`src/rtl/fft_mag_framer.sv`:
```
// -----------------------------------------------------------------------------
// fft_mag_framer
//
// Turns a stream of complex FFT bins into a stream of unsigned magnitude-squared
// values (re*re + im*im). Each output beat is tagged with its bin index within
// the frame, and completed frames are counted.
//
// Datapath: two registered stages.
//   S1 holds re*re and im*im as unsigned (2*CW-1)-bit squares.
//   S2 holds their exact sum, 2*CW bits wide.
// The whole pipeline advances as one unit whenever S2 is empty or its beat is
// being accepted, so the input is back-pressured only while dout is stalled.
//
// Ports
//   clk            rising-edge clock
//   reset          synchronous, active-high reset (highest priority)
//   fft_cplx_data  complex bin: re = [CW-1:0], im = [2*CW-1:CW], two's complement
//   fft_cplx_valid input beat valid
//   fft_cplx_ready input beat ready (combinational in dout_ready)
//   dout_data      magnitude squared, unsigned, 2*CW bits
//   dout_valid     output beat valid
//   dout_ready     output beat ready from the consumer
//   resync         one-cycle pulse: flush in-flight beats, next input is bin 0
//   bin_idx        bin index of the beat currently on dout
//   frame_done     one-cycle pulse after the last bin of a frame is accepted
//   frame_count    number of completed frames, wraps at 16 bits
// -----------------------------------------------------------------------------
module fft_mag_framer #(
    parameter int FFT_LEN = 1024,
    parameter int CW      = 24
) (
    input  logic                       clk,
    input  logic                       reset,

    input  logic [2*CW-1:0]            fft_cplx_data,
    input  logic                       fft_cplx_valid,
    output logic                       fft_cplx_ready,

    output logic [2*CW-1:0]            dout_data,
    output logic                       dout_valid,
    input  logic                       dout_ready,

    input  logic                       resync,
    output logic [$clog2(FFT_LEN)-1:0] bin_idx,
    output logic                       frame_done,
    output logic [15:0]                frame_count
);

    localparam int             BW       = $clog2(FFT_LEN);
    localparam logic [BW-1:0]  LAST_BIN = BW'(FFT_LEN - 1);

    // Input components, reinterpreted as signed.
    logic signed [CW-1:0] re;
    logic signed [CW-1:0] im;
    assign re = fft_cplx_data[CW-1:0];
    assign im = fft_cplx_data[2*CW-1:CW];

    // A signed square is never negative and is at most 2^(2*CW-2), so the low
    // 2*CW-1 bits of the product hold the exact unsigned value.
    logic [2*CW-2:0] re_sq;
    logic [2*CW-2:0] im_sq;
    assign re_sq = (2*CW-1)'(re * re);
    assign im_sq = (2*CW-1)'(im * im);

    // Pipeline state.
    logic            s1_valid;
    logic [2*CW-2:0] s1_re2;
    logic [2*CW-2:0] s1_im2;
    logic            s2_valid;
    logic [2*CW-1:0] s2_data;
    logic [BW-1:0]   bin_cnt;

    logic advance;
    logic out_hs;
    logic [2*CW-1:0] sum;

    // Everything moves forward unless S2 holds a beat that dout refuses.
    assign advance        = !(s2_valid && !dout_ready);
    assign fft_cplx_ready = advance;
    assign out_hs         = s2_valid && dout_ready;

    // Zero-extend both squares before adding so the carry is kept: the worst
    // case 2 * 2^(2*CW-2) = 2^(2*CW-1) still fits.
    assign sum = {1'b0, s1_re2} + {1'b0, s1_im2};

    assign dout_data  = s2_data;
    assign dout_valid = s2_valid;
    assign bin_idx    = bin_cnt;

    always_ff @(posedge clk) begin
        if (reset) begin
            s1_valid    <= 1'b0;
            s1_re2      <= '0;
            s1_im2      <= '0;
            s2_valid    <= 1'b0;
            s2_data     <= '0;
            bin_cnt     <= '0;
            frame_done  <= 1'b0;
            frame_count <= '0;
        end else begin
            frame_done <= 1'b0;
            if (resync) begin
                // Flush: the beat on the input this cycle is dropped too, and
                // a last-bin handshake coinciding with resync does not close
                // the frame.
                s1_valid <= 1'b0;
                s2_valid <= 1'b0;
                bin_cnt  <= '0;
            end else begin
                if (advance) begin
                    s1_valid <= fft_cplx_valid;
                    s1_re2   <= re_sq;
                    s1_im2   <= im_sq;
                    s2_valid <= s1_valid;
                    s2_data  <= sum;
                end
                if (out_hs) begin
                    if (bin_cnt == LAST_BIN) begin
                        bin_cnt     <= '0;
                        frame_done  <= 1'b1;
                        frame_count <= frame_count + 16'd1;
                    end else begin
                        bin_cnt <= bin_cnt + 1'b1;
                    end
                end
            end
        end
    end

endmodule

```
`config.mk`:
```
export PLATFORM = sky130hd
export DESIGN_NAME = fft_mag_framer
export DESIGN_NICKNAME = d
export VERILOG_FILES = /design/src/rtl/fft_mag_framer.sv
export SDC_FILE = /design/constraint.sdc
export NUM_CORES = 2
export LEC_CHECK = 0
export CORE_ASPECT_RATIO = 0.7
export CORE_MARGIN = 2
export CORE_UTILIZATION = 65
export CTS_BUF_LIST = sky130_fd_sc_hd__clkbuf_8
export DETAILED_ROUTE_END_ITERATION = 16
export GPL_ROUTABILITY_DRIVEN = 1
export PLACE_DENSITY_LB_ADDON = 0.08
export RECOVER_POWER = 25
export SYNTH_ARGS = -nofsm -noshare
export SYNTH_HDL_FRONTEND = slang
export SYNTH_SLANG_ARGS = --single-unit
```
`constraint.sdc`:
```
create_clock -name clk -period 12.88 [get_ports clk]
set_clock_uncertainty 0.1 [all_clocks]
set_input_delay 1.932 -clock clk [delete_from_list [all_inputs] [get_ports clk]]
set_output_delay 1.932 -clock clk [all_outputs]
set_load 0.02 [all_outputs]
```
Word level (Yosys, flattened, before mapping)

Cells that the tools add are included.

Flip-flop bits (word level): 171
Logic and storage cells: 27

Multiplexer cells: 2
Reductions and logical operators: 8
Multipliers: 2
Bitwise gates (word level): 3
$add $sub $neg: 3
Eq/ne operators: 1

Operators by type and width:

| operator                                       | number |
|---|---|
| multiplier 24 x 24 -> 47 bit                   | 2 |
| adder 47 x 47 -> 48 bit                        | 1 |
| adder 16 x 1 -> 16 bit (second input constant) | 1 |
| adder 10 x 1 -> 10 bit (second input constant) | 1 |
| == test 10 bit (second input constant)         | 1 |
| two-way mux 10 bit                             | 1 |
| inverter 1 bit                                 | 3 |
| AND reduction 3 bit                            | 1 |
| OR reduction 3 bit                             | 1 |
| logical AND 1 bit                              | 2 |
| logical NOT 1 bit                              | 2 |
| AND reduction 2 bit                            | 1 |
| OR reduction 2 bit                             | 1 |
| two-way mux 1 bit                              | 1 |

Depth between registers and ports, before layout

Depth in word-level cells: 4
Depth in mapped cells: 29

Worst setup path before layout

No wires, ideal clock.

Path kind: input port to flip-flop
Start point: input fft_cplx_data[47]
End point: register s1_im2[46]
Data arrival time: 8694 ps
Buffers on the path: 2
Slack: 3950 ps
Stages on the path: 26
Library setup time: 136 ps
Cells stage by stage: clkbuf_1 > clkbuf_1 > nand2_1 > inv_1 > fa_1 > fa_1 > inv_1 > fa_1 > inv_1 > fa_1 > fa_1 > fa_1 > inv_1 > fa_1 > inv_1 > ha_1 > a21oi_1 > o21ai_0 > a221oi_2 > o221ai_2 > a31oi_4 > o21ai_2 > a221o_2 > a221oi_2 > xnor2_1 > a211oi_2

Word-level cells in the longest chain between the ends: 1

RTL lines:

| element                      | line | RTL |
|---|---|---|
| start, declared              | 35   | `input logic [2*CW-1:0] fft_cplx_data,` |
| multiplier 24 x 24 -> 47 bit | 63   | `assign im_sq = (2*CW-1)'(im * im);` |
| end signal, assigned         | 113  | `s1_im2 <= im_sq;` |
| end, declared                | 68   | `logic [2*CW-2:0] s1_im2;` |

Every way passes these cells.
A chain may end at the register's enable or synchronous reset.

Final worst setup path

Start point: input fft_cplx_data[1]
End point: register s1_re2[43]

Word-level cells in the longest chain between the ends: 1

RTL lines:

| element                      | line | RTL |
|---|---|---|
| multiplier 24 x 24 -> 47 bit | 62   | `assign re_sq = (2*CW-1)'(re * re);` |
| end signal, assigned         | 112  | `s1_re2 <= re_sq;` |
| end, declared                | 67   | `logic [2*CW-2:0] s1_re2;` |

Every way passes these cells.

==> run summary <==
==========================================================================================
Outcome                                                                       complete, but fails checks
Violated checks                                                               max-capacitance violations, max-slew violations
Iter 0 DRT Violations                                                                2,307
Critical path's slowest cell                                                  clkdlybuf4s50_1
WHS Path Cells                                                                           2
Row Count                                                                               80
Number of gates resized after CTS                                                        0
Asr flop ratio synth                                                                    0%
Die outline area                                                                71,900 µm²
Global-route wire length before repair                                              175 mm
Core Footprint                                                                  68,600 µm²
DP HPWL                                                                            85.6 mm
Setup repair after global routing missed its margin                                     no
Via count normalized by instance count                                                5.42
GR Overflow Total                                                                        0
Kind of start point of the critical path                                         input pin
Largest net degree at the start of global routing                                       59
Master cell of the clock root buffer                                              clkbuf_8
Number of warnings printed during yosys synthesis                                        0
Final number of hold-violating endpoints                                                 0
Sequential cell area fraction in the yosys report                                    7.47%
Share of the cycle needed by the critical path after routing                         77.6%
Sum of negative setup slack                                                           0 ns
Critical path class                                                                 in2reg
Hold buffer count at CTS                                                                 0
Final wirelength                                                                    104 mm
Crit Reg-Reg Endpoint                                                         dout_data[40]
Initial antenna violation count                                                          2
Total standard cell area after synthesis                                        45,300 µm²
Maximum Capacitance Violations                                                           4
Cell count of the worst reg-to-reg path                                                  8
Pre-CTS WS                                                                         2.46 ns
Required time reported for the critical path endpoint                             13.09 ns
Area Overhead vs Synth                                                               5.78%
Cell count after synthesis                                                           4,961
Most common cell in the netlist                                                      inv_1
Post-route ant nets                                                                      0
Leading area contributor after synthesis                                              fa_1
GRT Overall Usage                                                                    30.9%
Effective utilization at floorplan                                                   66.1%
Crit. End Element                                                                flip-flop
Pins Over Slew Limit                                                                   195
Slack of the critical path                                                         2.89 ns
Final critical path time including I/O delays and setup                            9.99 ns
Share of post-route cells with drive strength above 1                                2.18%
Maximum single-stage delay on the critical path                                    1.25 ns
Path category of the worst min-delay check                                         reg2reg
List of most frequent post-synthesis cells                                    1,365 x inv_1, 1,096 x fa_1, 621 x nand2_1, 327 x ha_1, 207 x and2_1
Syn Nets                                                                             6,437
Horizontal extent of the die                                                        320 µm
Top post-synthesis cells by area                                              fa_1 48%, inv_1 11%, ha_1 9.0%
Worst-path fanout max                                                                   23
Area share of the largest cell type after synthesis                                  48.4%
Die height                                                                          225 µm
Library cells used by synthesis                                                         79
Vias after detailed routing                                                         32,000
H-tree depth                                                                             4
Final standard cell utilization of the core                                          69.9%
EDFF count, synth                                                                        0
Slew margin rel.                                                                    -96.1%
Clock insertion delay at the later pin of the skew report                          0.54 ns
Number of global-route vias before repair                                           33,600
Setup Buffers After CTS                                                                  0
Least-Margin Pin Slew                                                              2.94 ns
Detailed-route wire length per cell                                                17.6 µm
Synth Register Bits                                                                    169
Net count, final                                                                     6,478
CTS tree                                                                               yes
Highest Clock Rate                                                               0.100 GHz
Count of boundary I/O pins                                                             130
Worst hold start                                                              dout_data[14]
Data arrival at the endpoint of the critical path                                 10.21 ns
Count of TritonRoute iterations in the first routing pass                                6
Worst reg2reg path startpoint                                                   dout_valid
Clock edge transition at the registers on the reported setup and hold paths        0.07 ns
CTS Sinks                                                                              169
Routability congestion estimate                                                      0.920
Number of buffers created by CTS                                                        25
Final Instance Area                                                             47,900 µm²
Worst reg-to-reg setup slack                                                       9.03 ns
Final setup violation count                                                              0
Endpoint, Worst Hold                                                          dout_data[14]
Avg Inst Size Synth                                                               9.13 µm²
DRC violation count after routing                                                        0
Placed Area                                                                     47,500 µm²
Dominant synthesized flop cell                                                     dfxtp_1
PortBufs                                                                               129
Maximum count of clock buffers along a single path                                       3
==========================================================================================
## how the worst max path moves through the flow
stage | from | endpoint | depth (start not counted)
floorplan | fft_cplx_data[47] | s1_im2[46] | 26
global placement | fft_cplx_data[31] | s1_im2[34] | 26
detailed placement | fft_cplx_data[25] | s1_im2[46] | 24
CTS | fft_cplx_data[25] | s1_im2[46] | 24
global route | fft_cplx_data[1] | s1_re2[40] | 27
finish | fft_cplx_data[1] | s1_re2[43] | 27
## metrics by stage
| step | std cells | hold WS, ns |
|---|---|---|
| after floorplan | 4961 | 0.329 |
| after global placement | 5877 | 0.334 |
| after detailed placement | 5877 | 0.340 |
| after CTS | 5909 | 0.353 |
| after global routing | 5910 | 0.370 |
| final | 5910 | 0.348 |
## kinds of logic after synthesis
logic type | synth area share, %
buffers and inverters | 12.7
adder cells (fa/ha/maj) | 57.5
AND/OR/NAND/NOR | 11.7
AO/OA/AOI/OAI | 7.15
XOR/XNOR | 3.46
flip-flops | 7.47
multiplexers | 0.110
## metal layers
layer  track usage, %  up-vias  share of wire, %
li1                 -    14700                 -
met1             47.6    16100                46
met2             46.8     1092                44
met3             6.20       94               8.7
met4             4.29        0               1.3
met5                0        -                 0
## layout by cell type (no fill, tap or decap), types with 24 or more instances in the layout
| master | netlist | final |
|---|---|---|
| inv_1 | 1365 | 1366 |
| and2_1 | 207 | 207 |
| buf_4 | 0 | 48 |
| nand2_1 | 621 | 621 |
| clkdlybuf4s50_1 | 0 | 89 |
| ha_1 | 327 | 327 |
| a21o_1 | 69 | 69 |
| a21oi_1 | 194 | 194 |
| nor3_1 | 27 | 27 |
| xor2_1 | 65 | 65 |
| o21ai_0 | 78 | 79 |
| nand4_1 | 24 | 24 |
| dfxtp_1 | 169 | 169 |
| o21ai_1 | 34 | 33 |
| nand3_1 | 35 | 35 |
| xnor2_1 | 114 | 114 |
| clkbuf_8 | 0 | 27 |
| fa_1 | 1096 | 1096 |
| nor2b_1 | 44 | 44 |
| nor2_1 | 111 | 109 |
| dlygate4sd3_1 | 0 | 39 |
## sequential cells by signal, indices dropped and copies added, names as in the netlist
name	count
s1_valid	1
dout_data	48
frame_done	1
s1_re2	46
s1_im2	46
frame_count	16
bin_idx	10
dout_valid	1
## worst max-delay path, delay by kind of cell
family | cells | cell delay [ns]
xor gates and xnor gates | 1 | 0.18
and+or+nand+nor | 6 | 1.51
AOI/OAI and AO/OA | 4 | 0.76
adders and majority gates | 8 | 3.92
buffers and inverters | 8 | 1.91
## cell type report
class	count	area, µm²
Antenna cell	1	2.50
Clock buffer	27	372
Clock inverter	5	76.3
Fill cell	5502	20600
Inverter	1365	5120
Multi-Input combinational cell	3261	36200
Sequential cell	169	3380
Tap cell	902	1130
Timing Repair Buffer	180	1660
Power is left out: the tool's default activity adds up to more than one toggle a clock period on the data nets, which glitch-free logic cannot reach.
